File: config.mk
export PLATFORM = sky130hd
export DESIGN_NAME = serial_sub_flat
export DESIGN_NICKNAME = d
export VERILOG_FILES = /design/src/rtl/serial_sub_if.sv /design/src/rtl/serial_sub.sv /design/src/flat_wrapper.sv
export SDC_FILE = /design/constraint.sdc
export NUM_CORES = 1
export LEC_CHECK = 0
export ABC_AREA = 1
export ABC_CLOCK_PERIOD_IN_PS = 3100
export CAP_MARGIN = 20
export CORE_MARGIN = 2
export CORE_UTILIZATION = 30
export CTS_BUF_LIST = sky130_fd_sc_hd__clkbuf_4 sky130_fd_sc_hd__clkbuf_8
export CTS_CLUSTER_SIZE = 10
export DETAILED_ROUTE_END_ITERATION = 6
export GPL_TIMING_DRIVEN = 1
export HOLD_SLACK_MARGIN = 0.05
export SLEW_MARGIN = 20
export SYNTH_ARGS = -nofsm -noshare
export SYNTH_HDL_FRONTEND = slang
export SYNTH_SLANG_ARGS = --single-unit
File: constraint.sdc
create_clock -name clk -period 3.1 [get_ports clk]
set_input_delay 0.62 -clock clk [delete_from_list [all_inputs] [get_ports clk]]
set_output_delay 0.62 -clock clk [all_outputs]
set_load 0.01 [all_outputs]
File: src/rtl/serial_sub_if.sv
// Operand/result bundle for the bit-serial subtractor.
// The master drives the request and operands; the slave returns status and results.
interface serial_sub_if #(
  parameter int unsigned WIDTH = 8
);
  logic             start;
  logic [WIDTH-1:0] a;
  logic [WIDTH-1:0] b;
  logic             bin;
  logic             busy;
  logic             done;
  logic [WIDTH-1:0] diff;
  logic             bout;
  logic             ovf;
  logic             zero;

  modport master (
    output start, a, b, bin,
    input  busy, done, diff, bout, ovf, zero
  );

  modport slave (
    input  start, a, b, bin,
    output busy, done, diff, bout, ovf, zero
  );
endinterface

File: src/rtl/serial_sub.sv
// Bit-serial subtractor: {bout,diff} = a - b - bin, one bit per clock, LSB first,
// using a single full-subtractor cell and a borrow flop.
module serial_sub #(
  parameter int unsigned WIDTH = 8
) (
  input  logic        clk,
  input  logic        rst_n,
  serial_sub_if.slave io
);

  localparam int unsigned CNT_W = (WIDTH > 1) ? $clog2(WIDTH) : 1;
  localparam int unsigned MSB   = WIDTH - 1;

  typedef enum logic [1:0] {
    IDLE = 2'd0,
    RUN  = 2'd1,
    DONE = 2'd2
  } state_t;

  state_t             state_q, state_d;
  logic [WIDTH-1:0]   a_sr_q, a_sr_d;
  logic [WIDTH-1:0]   b_sr_q, b_sr_d;
  logic [WIDTH-1:0]   res_sr_q, res_sr_d;
  logic               br_q, br_d;
  logic [CNT_W-1:0]   cnt_q, cnt_d;
  logic               a_msb_q, a_msb_d;
  logic               b_msb_q, b_msb_d;
  logic               busy_q, busy_d;
  logic               done_q, done_d;
  logic [WIDTH-1:0]   diff_q, diff_d;
  logic               bout_q, bout_d;
  logic               ovf_q, ovf_d;
  logic               zero_q, zero_d;

  logic               d_bit;
  logic               br_nxt;
  logic [WIDTH-1:0]   res_shift;

  // Full-subtractor cell on the current LSBs
  always_comb begin
    d_bit     = a_sr_q[0] ^ b_sr_q[0] ^ br_q;
    br_nxt    = (~a_sr_q[0] & b_sr_q[0]) | (~a_sr_q[0] & br_q) | (b_sr_q[0] & br_q);
    res_shift = {d_bit, res_sr_q[WIDTH-1:1]};
  end

  // Next-state and datapath control
  always_comb begin
    state_d  = state_q;
    a_sr_d   = a_sr_q;
    b_sr_d   = b_sr_q;
    res_sr_d = res_sr_q;
    br_d     = br_q;
    cnt_d    = cnt_q;
    a_msb_d  = a_msb_q;
    b_msb_d  = b_msb_q;
    busy_d   = busy_q;
    done_d   = 1'b0;
    diff_d   = diff_q;
    bout_d   = bout_q;
    ovf_d    = ovf_q;
    zero_d   = zero_q;

    unique case (state_q)
      IDLE, DONE: begin
        // DONE accepts start directly so back-to-back runs skip IDLE
        state_d = IDLE;
        busy_d  = 1'b0;
        if (io.start) begin
          state_d = RUN;
          busy_d  = 1'b1;
          a_sr_d  = io.a;
          b_sr_d  = io.b;
          br_d    = io.bin;
          cnt_d   = '0;
          a_msb_d = io.a[MSB];
          b_msb_d = io.b[MSB];
        end
      end
      RUN: begin
        a_sr_d   = a_sr_q >> 1;
        b_sr_d   = b_sr_q >> 1;
        res_sr_d = res_shift;
        br_d     = br_nxt;
        if (cnt_q == CNT_W'(WIDTH - 1)) begin
          state_d = DONE;
          busy_d  = 1'b0;
          done_d  = 1'b1;
          cnt_d   = '0;
          diff_d  = res_shift;
          bout_d  = br_nxt;
          ovf_d   = (a_msb_q != b_msb_q) && (res_shift[MSB] != a_msb_q);
          zero_d  = (res_shift == '0);
        end else begin
          cnt_d = cnt_q + CNT_W'(1);
        end
      end
      default: begin
        state_d = IDLE;
        busy_d  = 1'b0;
      end
    endcase
  end

  always_ff @(posedge clk or negedge rst_n) begin
    if (!rst_n) begin
      state_q  <= IDLE;
      a_sr_q   <= '0;
      b_sr_q   <= '0;
      res_sr_q <= '0;
      br_q     <= 1'b0;
      cnt_q    <= '0;
      a_msb_q  <= 1'b0;
      b_msb_q  <= 1'b0;
      busy_q   <= 1'b0;
      done_q   <= 1'b0;
      diff_q   <= '0;
      bout_q   <= 1'b0;
      ovf_q    <= 1'b0;
      zero_q   <= 1'b0;
    end else begin
      state_q  <= state_d;
      a_sr_q   <= a_sr_d;
      b_sr_q   <= b_sr_d;
      res_sr_q <= res_sr_d;
      br_q     <= br_d;
      cnt_q    <= cnt_d;
      a_msb_q  <= a_msb_d;
      b_msb_q  <= b_msb_d;
      busy_q   <= busy_d;
      done_q   <= done_d;
      diff_q   <= diff_d;
      bout_q   <= bout_d;
      ovf_q    <= ovf_d;
      zero_q   <= zero_d;
    end
  end

  assign io.busy = busy_q;
  assign io.done = done_q;
  assign io.diff = diff_q;
  assign io.bout = bout_q;
  assign io.ovf  = ovf_q;
  assign io.zero = zero_q;

endmodule
File: src/flat_wrapper.sv
// flat-port wrapper written by rule: the top's interface ports become plain ports
module serial_sub_flat 
#(
  parameter int unsigned WIDTH = 8
)
  (clk, rst_n, io_start, io_a, io_b, io_bin, io_busy, io_done, io_diff, io_bout, io_ovf, io_zero);
  serial_sub_if #(.WIDTH(WIDTH)) io_i ();
  input  logic clk;
  input  logic rst_n;
  input wire logic [$bits(io_i.start)-1:0] io_start;
  input wire logic [$bits(io_i.a)-1:0] io_a;
  input wire logic [$bits(io_i.b)-1:0] io_b;
  input wire logic [$bits(io_i.bin)-1:0] io_bin;
  output wire logic [$bits(io_i.busy)-1:0] io_busy;
  output wire logic [$bits(io_i.done)-1:0] io_done;
  output wire logic [$bits(io_i.diff)-1:0] io_diff;
  output wire logic [$bits(io_i.bout)-1:0] io_bout;
  output wire logic [$bits(io_i.ovf)-1:0] io_ovf;
  output wire logic [$bits(io_i.zero)-1:0] io_zero;
  assign io_i.start = io_start;
  assign io_i.a = io_a;
  assign io_i.b = io_b;
  assign io_i.bin = io_bin;
  assign io_busy = io_i.busy;
  assign io_done = io_i.done;
  assign io_diff = io_i.diff;
  assign io_bout = io_i.bout;
  assign io_ovf = io_i.ovf;
  assign io_zero = io_i.zero;
  serial_sub #(.WIDTH(WIDTH)) u_core (.clk(clk), .rst_n(rst_n), .io(io_i));
endmodule
==> run_results.csv <==
group,metric,value,unit
die,start_util,31.3,%
place,dpl.cell_count,349,
critical_path,crit_path_end_kind,"output pin",
sta,fin_ws,1.26,ns
pwr,power.density,978,nW/um^2
layout,fin_cells,356,
die,die_area,7320,sq um
layout,antenna_cells,0,
sta,min_period_over_period,59.4,%
critical_path,critPathTopFamily,"buffers and inverters",
clock_network,cts_hold_buffers,0,
critical_path,crit_slowest_cell,"clkdlybuf4s50_1",
die,die_y,85.6,um
clock_network,root_buffer,"clkbuf_8",
routing,wl_per_cell,10.1,um
global_routing,grt_pass1_vias,1468,
pwr,p_leak,1.30,nW
logic_synthesis,synth_nets,271,
global_routing,grt_overflow,0,
clock_network,cts_setup_buffers,0,
logic_synthesis,synth-edff-count,0,
outcome,status,"complete, no violations",
sta,slew_headroom,35.1,%
logic_synthesis,syn_area_per_cell,8.05,sq um
flow_run,maxCapViolations,0,
die,fp.dieW,85.6,um
global_routing,grt_pass1_wl,6.42,mm
layout,drive_gt1_share,5.38,%
layout,area_growth,21.8,%
clock_network,cts_tree,"built",
die,coreArea,6390,sq um
sta,worst_slew_pin_slew,0.973,ns
critical_path,cp_max_fo,2,
sta,hold_viol,0,
layout,final_area,2430,sq um
critical_path,crit_arrival,1.22,ns
routing,ant_nets,0,
logic_synthesis,syn_inst,248,
sta,setup_tns,0,ns
routing,route.detailed.drc,0,
pwr,vdd.ir_drop.worst,421,uV
critical_path,cp.required,2.48,ns
logic_synthesis,yosys.area.top_type,"dfrtp_1",
sta,hold_ws,0.481,ns
clock_network,cts_buffer_depth,2,
logic_synthesis,ys_seq_elements,44,
worst_hold_path,hp-class,"in2async",
sta,clock_skew,0.00597,ns
sta,maxSlewViolCount,0,
critical_path,worstPathCellList,"clkdlybuf4s50_1",
critical_path,critPathLaunchType,"flop",
layout,nets,302,
routing,initialDrtViolationCount,79,
clock_network,clkSinkCount,44,
logic_synthesis,synth_most_common_cell,"nand2_1",
layout,nFillCells,669,
clock_network,cts.reportedPaths.clkPinSlew,0.08,ns
clock_network,numCtsBuffers,5,
logic_synthesis,synthTopCellsByCount,"nand2_1 (99), dfrtp_1 (44), inv_1 (43), nand3_1 (18), o21ai_0 (13)",
critical_path,crit_buf_inv,1,
sta,fmax,543,MHz
sta,rsz0062_at_grt,"no",
logic_synthesis,synthTopCellsByArea,"dfrtp_1 (55%), nand2_1 (19%), inv_1 (8.1%)",
logic_synthesis,synth_top_area_share,55.1,%
logic_synthesis,synth_ff_type,"dfrtp_1",
clock_network,htree_num_levels,2,
place,hpwl,2.52,mm
place,place.gp.congestion,0.733,
routing,routed_wirelength,3.60,mm
logic_synthesis,ys_seq_area_share,55.1,%
routing,dr_total_vias,1521,
layout,final_core_utilization,38.1,%
global_routing,grt_antenna_before_repair,0,
sta,fin_crit,1.84,ns
clock_network,clk_latency,0.29,ns
critical_path,max_stage_delay,0.55,ns
logic_synthesis,syn_area,2000,sq um
critical_path,rr_worst_depth,6,
sta,finalSetupViolations,0,
critical_path,critPathKind,"reg2out",
global_routing,grt_max_degree,45,
pwr,power,2.38,mW
place,placed_cell_area,2350,sq um
logic_synthesis,ys.warnings.count,0,
global_routing,grt_usage,10.9,%
logic_synthesis,ys_types,17,
die,ios,33,
place,post-place-ws,1.28,ns
routing,routed_via_density,4.27,
place,port-buffer-count,32,
clock_network,post_cts_resized,0,
critical_path,crit_cells,1,
routing,dr.pass1.iters,4,
die,row_count,29,
logic_synthesis,ys_async_sr_fraction,100,%
where the power goes:
group	total, mW	internal, mW	switching, mW
Combinational	1.06	0.430	0.628
Sequential	0.976	0.844	0.132
Clock	0.344	0.162	0.182
worst paths after layout:
check,start,to,slack (ns)
max in group asynchronous,rst_n,u_core.io.diff[2]$_DFFE_PN0P_,2.02
min in group clk,u_core.b_sr_q[2]$_DFFE_PN0P_,u_core.b_sr_q[2]$_DFFE_PN0P_,0.48
max reg2reg,u_core.state_q[1]$_DFFE_PN0P_,u_core.io.diff[5]$_DFFE_PN0P_,1.54
min,rst_n,u_core.io.done$_DFF_PN0_,0.48
min reg2reg,u_core.b_sr_q[2]$_DFFE_PN0P_,u_core.b_sr_q[2]$_DFFE_PN0P_,0.48
max,u_core.io.busy$_DFFE_PN0P_,io_busy,1.26
placed cells by master, fill, tap and decap left out, types with 2 or more instances in the layout:
cell type        instances
inv_2                    2
o21ai_0                 13
ha_1                     2
nand2_1                 99
clkbuf_8                 5
dfrtp_1                 44
clkdlybuf4s50_1         31
nand3_1                 18
o21ai_1                  9
inv_1                   43
nand2_2                  2
nor2_1                   4
routing by layer:
metal | share of wire, % | vias up | global-route usage (%)
met5 | 0 | - | 0
met4 | 1.1 | 0 | 3.46
met3 | 4.3 | 4 | 3.37
met2 | 46 | 30 | 18.4
met1 | 48 | 691 | 13.3
li1 | - | 796 | -
kinds of logic after synthesis:
| family | synth area share [%] |
|---|---|
| simple gates | 25.1 |
| flops | 55.1 |
| compound gates | 5.51 |
| fa+ha+maj | 2.26 |
| buf+inv | 12.0 |
flip-flops by register name, summed over array words and instances (netlist names):
| register | count |
|---|---|
| u_core.io.bout | 1 |
| u_core.res_sr_q | 7 |
| u_core.a_sr_q | 8 |
| u_core.b_msb_q | 1 |
| u_core.io.diff | 8 |
| u_core.b_sr_q | 8 |
| u_core.a_msb_q | 1 |
| u_core.br_q | 1 |
| u_core.io.busy | 1 |
| u_core.io.ovf | 1 |
| u_core.io.done | 1 |
| u_core.io.zero | 1 |
| u_core.state_q | 2 |
| u_core.cnt_q | 3 |
cell type report:
| cell class | instances | area (sq um) | share of cell area (%) |
|---|---|---|---|
| Clock buffer | 6 | 76.3 | 3.14 |
| Tap cell | 77 | 96.3 | 3.96 |
| Multi-Input combinational cell | 149 | 656 | 27.0 |
| Timing Repair Buffer | 33 | 323 | 13.3 |
| Clock inverter | 1 | 5.00 | 0.206 |
| Inverter | 46 | 175 | 7.20 |
| Sequential cell | 44 | 1100 | 45.3 |
Power figures use the tool's default switching activity.
